<file path="src/rtl/line_fill_engine.sv">
// rtl/line_fill_engine.sv - scanline fill: background clear, then sprite overlay into the line buffer
// Optional horizontal sprite mirroring is compiled in with `define SPRITE_FLIP_EN.
module line_fill_engine #(
    parameter int          LINE_W      = 640,
    parameter int          NUM_SPRITES = 16,
    parameter int          SPR_W       = 16,
    parameter int          SPR_H       = 16,
    parameter logic [23:0] BG_COLOR    = 24'h5C94FC,
    parameter logic [23:0] TRANSPARENT = 24'hFF00FF
) (
    input  logic                           clk,
    input  logic                           reset_n,
    input  logic                           start,
    input  logic [9:0]                     line_y,
    output logic                           busy,
    output logic                           done,
    output logic [$clog2(NUM_SPRITES)-1:0] spr_idx,
    input  logic                           spr_en,
    input  logic [9:0]                     spr_x,
    input  logic [9:0]                     spr_y,
    input  logic [5:0]                     spr_tile,
    input  logic                           spr_hflip,
    output logic [13:0]                    rom_addr,
    input  logic [23:0]                    rom_data,
    output logic                           lb_we,
    output logic [9:0]                     lb_addr,
    output logic [23:0]                    lb_data
);

    localparam int IW = $clog2(NUM_SPRITES);
    localparam int CB = $clog2(SPR_W);
    localparam int RB = $clog2(SPR_H);

    typedef enum logic [2:0] {
        S_IDLE, S_CLEAR, S_FETCH, S_CHECK, S_DRAW, S_NEXT, S_FINISH
    } state_t;

    state_t          state, state_nxt;
    logic [9:0]      line_q;
    logic [9:0]      cnt;
    logic [IW-1:0]   spr_idx_q;
    logic [9:0]      x_q;
    logic [RB-1:0]   row_q;
    logic [5:0]      tile_q;

    logic            hit;
    logic [10:0]     y_end;
    logic            last_clear, last_draw, last_spr;
    logic [9:0]      px;
    logic [10:0]     pix_x;
    logic [CB-1:0]   col;
    logic            wr_ok;

    // Bounds are compared in 11 bits so a sprite near row/column 1023 never wraps to 0.
    assign y_end      = {1'b0, spr_y} + 11'(SPR_H);
    assign hit        = spr_en && ({1'b0, line_q} >= {1'b0, spr_y}) && ({1'b0, line_q} < y_end);
    assign last_clear = (cnt == 10'(LINE_W - 1));
    assign last_draw  = (cnt == 10'(SPR_W));
    assign last_spr   = (spr_idx_q == IW'(NUM_SPRITES - 1));

    // In DRAW, cnt issues the ROM read for column cnt while writing pixel cnt-1 from last cycle's read.
    assign px    = cnt - 10'd1;
    assign pix_x = {1'b0, x_q} + {1'b0, px};
    assign wr_ok = (cnt != 10'd0) && (rom_data != TRANSPARENT) && (pix_x < 11'(LINE_W));

`ifdef SPRITE_FLIP_EN
    logic flip_q;
    assign col = flip_q ? ~cnt[CB-1:0] : cnt[CB-1:0];
`else
    logic unused_hflip;
    assign unused_hflip = spr_hflip;
    assign col = cnt[CB-1:0];
`endif

    always_ff @(posedge clk or negedge reset_n) begin
        if (!reset_n) state <= S_IDLE;
        else          state <= state_nxt;
    end

    always_comb begin
        state_nxt = state;
        case (state)
            S_IDLE:   if (start) state_nxt = S_CLEAR;
            S_CLEAR:  if (last_clear) state_nxt = S_FETCH;
            S_FETCH:  state_nxt = S_CHECK;
            S_CHECK:  state_nxt = hit ? S_DRAW : S_NEXT;
            S_DRAW:   if (last_draw) state_nxt = S_NEXT;
            S_NEXT:   state_nxt = last_spr ? S_FINISH : S_FETCH;
            S_FINISH: state_nxt = S_IDLE;
            default:  state_nxt = S_IDLE;
        endcase
    end

    always_comb begin
        busy     = 1'b0;
        done     = 1'b0;
        lb_we    = 1'b0;
        lb_addr  = 10'd0;
        lb_data  = 24'd0;
        rom_addr = 14'd0;
        case (state)
            S_CLEAR: begin
                busy    = 1'b1;
                lb_we   = 1'b1;
                lb_addr = cnt;
                lb_data = BG_COLOR;
            end
            S_FETCH, S_CHECK, S_NEXT: busy = 1'b1;
            S_DRAW: begin
                busy     = 1'b1;
                rom_addr = 14'({tile_q, row_q, col});
                lb_we    = wr_ok;
                lb_addr  = pix_x[9:0];
                lb_data  = rom_data;
            end
            S_FINISH: done = 1'b1;
            default: ;
        endcase
    end

    assign spr_idx = spr_idx_q;

    always_ff @(posedge clk or negedge reset_n) begin
        if (!reset_n) begin
            line_q    <= 10'd0;
            cnt       <= 10'd0;
            spr_idx_q <= '0;
            x_q       <= 10'd0;
            row_q     <= '0;
            tile_q    <= 6'd0;
`ifdef SPRITE_FLIP_EN
            flip_q    <= 1'b0;
`endif
        end else begin
            case (state)
                S_IDLE: begin
                    if (start) begin
                        line_q <= line_y;
                        cnt    <= 10'd0;
                    end
                end
                S_CLEAR: begin
                    if (last_clear) begin
                        cnt       <= 10'd0;
                        spr_idx_q <= '0;
                    end else begin
                        cnt <= cnt + 10'd1;
                    end
                end
                S_CHECK: begin
                    if (hit) begin
                        x_q    <= spr_x;
                        row_q  <= RB'(line_q - spr_y);
                        tile_q <= spr_tile;
                        cnt    <= 10'd0;
`ifdef SPRITE_FLIP_EN
                        flip_q <= spr_hflip;
`endif
                    end
                end
                S_DRAW: cnt <= cnt + 10'd1;
                S_NEXT: if (!last_spr) spr_idx_q <= spr_idx_q + IW'(1);
                default: ;
            endcase
        end
    end

endmodule
</file>
<file path="config.mk">
export PLATFORM = sky130hd
export DESIGN_NAME = line_fill_engine
export DESIGN_NICKNAME = d
export VERILOG_FILES = /design/src/rtl/line_fill_engine.sv
export SDC_FILE = /design/constraint.sdc
export NUM_CORES = 1
export LEC_CHECK = 0
export BUFFER_PORTS_ARGS = -buffer_cell sky130_fd_sc_hd__buf_2
export CAP_MARGIN = 20
export CORE_AREA = 2 2 86 88
export CTS_BUF_LIST = sky130_fd_sc_hd__clkbuf_16
export CTS_CLUSTER_DIAMETER = 60
export DETAILED_ROUTE_END_ITERATION = 16
export DIE_AREA = 0 0 88 90
export PLACE_DENSITY = 0.93
export SYNTH_ARGS = -nofsm -noshare
export SYNTH_HDL_FRONTEND = slang
export SYNTH_SLANG_ARGS = --single-unit
</file>
<file path="constraint.sdc">
create_clock -name clk -period 4.15 [get_ports clk]
set_input_delay 0.415 -clock clk [delete_from_list [all_inputs] [get_ports clk]]
set_output_delay 0.415 -clock clk [all_outputs]
set_load 0.02 [all_outputs]
</file>
==> results.md <==
* Tcrit/Tclk final at 0.897
* Sequential power share at 0.430
* Most common cell after layout, fill and taps aside: buf_2
* Nets at 635
* Die height at 90 µm
* Vias at 3697
* LEAKAGE at 2.36 nW
* R2r setup slk at 1.57 ns
* Largest net degree at the start of global routing at 48
* Post-CTS resize count at 0
* Synth area leaders: dfrtp_1, ha_1, nand2_1
* Routed WL per cell at 16.1 µm
* Vias per cell at 5.81
* Max FO, Critical Path at 6
* Sequential share of the synthesized area at 0.313
* Slew headroom at 0.459
* Yosys warning count at 0
* Syn_nets at 529
* Count of cell types in the netlist at 65
* Setup crit end kind: output pin
* Min-delay worst type: input pin to asynchronous set/reset pin
* Sw Ratio at 0.213
* Clk pwr share at 0.501
* Netlist Area Pre-Place at 0.00375 mm²
* Mean Syn Cell Area at 8.73 µm²
* CTS Buffer Depth at 2
* I/O pin count at 120
* Leading cell types in the layout, fill and taps excluded: buf_2, nand2_1, dfrtp_1
* CP required at 3.73 ns
* Finish-stage setup viols at 0
* Peak Freq at 269 MHz
* PortBufs at 118
* Area grow syn2layout at 22.1%
* Slew Limit Fails at 0
* Clock root cell: clkbuf_16
* Reg2Reg Depth at 9
* Setup TNS at 0 ns
* DRC errors left at 0
* Initial antenna violation count at 0
* Pint at 838 µW
* Post-route ant nets at 0
* Clock sink count at 47
* Clk_lat worst skew at 0.30 ns
* Pre-Repair DR Iteration Count at 5
* # H-tree levels at 2
* Placed cell area at between 0.004 and 0.005 mm²
* Row cnt at 31
* Number of buffers inserted by hold repair at cts at 0
* CORE AREA at 0.00702 mm²
* # diodes at 0
* Crit path launch type: register
* Vias in the first global route at 3624
* Run status: complete, no violations
* Total setup buffers inserted after CTS at 0
* Unrepaired setup endpoints after global routing: no
* FF+latch count, synth at 47
* Power after layout at 1.07 mW
* CTS buffer count at 5
* P_sw at 227 µW
* Max-Cap Viols at 0
* Total global-route track usage at 0.262
* Final design area excluding fillers at between 0.004 and 0.005 mm²
* Area leader, netlist: dfrtp_1
* GP Congestion at 0.968
* CTS tree: built
* Worst r2r dst: x_q[4]
* Reg clk slew, reported paths at about 0.070 ns
* Die ar. at just under 0.008 mm²
* Global route overflow at 0
* Die Span X at 88 µm
* 1st-iter DRT viols at 340
* Fin. Hold Viols at 0
* Routed wire length at slightly above 10000 µm
* Synth top area share at 0.313
* Worst IR Drop VDD at 203 µV
* Top_reg_cell synth: dfrtp_1
* WS Path Type: register to output pin
* First-pass GRT wire length at around 17000 µm
* Mapped Cells at 430
* FF-to-FF Start: line_q[0]
* Actual slew at the worst max-slew pin at 0.811 ns
* Clock Skew at approximately 0.011 ns
* Final Critical Period at ~3.7 ns
* Worst EP arrival at approximately 3.3 ns
* Dpl hpwl at approximately 7600 µm
* Starting Density at 0.535
* Cell Pwr Density at ~230 mW/mm²
* Share of post-route cells with drive strength above 1 at 0.270
* Post-synth EDFFs at 0
* Logic pwr share at 0.069
* Post-synth ARST share at 1.00
[power groups by stage]
stage | clock network [mW] | logic (mW) | registers (mW)
floorplan | 0 | 0.0225 | 0.467
global placement | 0 | 0.0691 | 0.467
detailed placement | 0 | 0.0738 | 0.467
CTS | 0.533 | 0.0741 | 0.458
global route | 0.549 | 0.0822 | 0.458
finish | 0.533 | 0.0740 | 0.458
[metrics by stage]
step                      hold WS [ns]  setup WS [ns]  std cells  utilization
after floorplan                  0.119           1.08        430            -
after global placement           0.459          0.899        628        0.626
after detailed placement         0.470          0.817        628        0.626
after CTS                        0.246          0.459        636        0.653
after global routing             0.289          0.226        636        0.653
final                            0.211          0.426        636        0.653
[critical path, stage by stage, from the launching register on]
cell	delay [ns]
dfrtp_1	0.44
inv_1	0.20
ha_1	0.22
nand2_1	0.13
o31ai_1	0.22
o21ai_0	0.14
ha_1	0.36
a21o_1	0.18
a21oi_1	0.22
mux2i_1	0.11
a311o_1	0.36
o21a_1	0.13
o21ai_1	0.13
buf_2	0.19
[final cells by class]
type,count,area (µm²)
fill,528,2440
multi-input combinational,338,2390
clock inverter,3,67.6
tap,99,124
clock buffer,5,125
sequential,47,1180
inverter,22,82.6
timing repair buffer,122,621
[worst max-delay path by stage]
stage               startpoint     to  slack [ns]  cells after the start
floorplan               cnt[4]  lb_we        1.08                     11
global placement        cnt[0]  lb_we        0.90                     13
detailed placement      cnt[0]  lb_we        0.82                     13
CTS                     cnt[0]  lb_we        0.46                     13
global route            cnt[0]  lb_we        0.23                     13
finish                  cnt[0]  lb_we        0.43                     13
[state kept, by name (all words and copies together), names as in the netlist]
| name | count |
|---|---|
| state | 3 |
| cnt | 10 |
| x_q | 10 |
| line_q | 10 |
| tile_q | 6 |
| spr_idx | 4 |
| row_q | 4 |
[metal layers]
layer | track usage | vias to the layer above | wire (µm)
met5 | 0 | - | 0
met4 | 0.118 | 0 | 291
met1 | 0.325 | 1773 | 4180
met3 | 0.0358 | 32 | 555
met2 | 0.444 | 152 | 5220
li1 | - | 1740 | -
[kinds of logic (layout without fill, tap and decap cells)]
family                   Yosys count  in the layout  synth area share
AND/OR/NAND/NOR                  166            166             0.225
flip-flops                        47             47             0.313
multiplexers                      30             30            0.0883
adder cells (fa/ha/maj)           34             34             0.117
XOR/XNOR                          17             17            0.0397
AO/OA/AOI/OAI                     91             91             0.162
buffers and inverters             45            152            0.0543
[synthesized netlist by cell type (2+ instances only)]
cell,number
a211oi_1,2
nor2b_1,3
ha_1,32
nor2_1,28
xnor2_1,11
a21o_1,6
nand4_1,4
nand3_1,12
clkbuf_1,10
nand2_1,57
a41oi_1,2
xor2_1,6
buf_4,3
and3_1,9
or3_1,3
a31oi_1,2
o211ai_1,2
o31ai_1,5
fa_1,2
mux2_2,9
dfrtp_1,47
buf_6,2
nor3_1,4
mux2i_1,5
o2111a_1,3
inv_1,21
nand2b_1,8
buf_2,6
a21oi_1,23
and2_1,22
a22o_1,7
o21ai_1,6
mux2_1,16
nor4_1,4
o21ai_0,18
(Power assumes the default switching activity.)
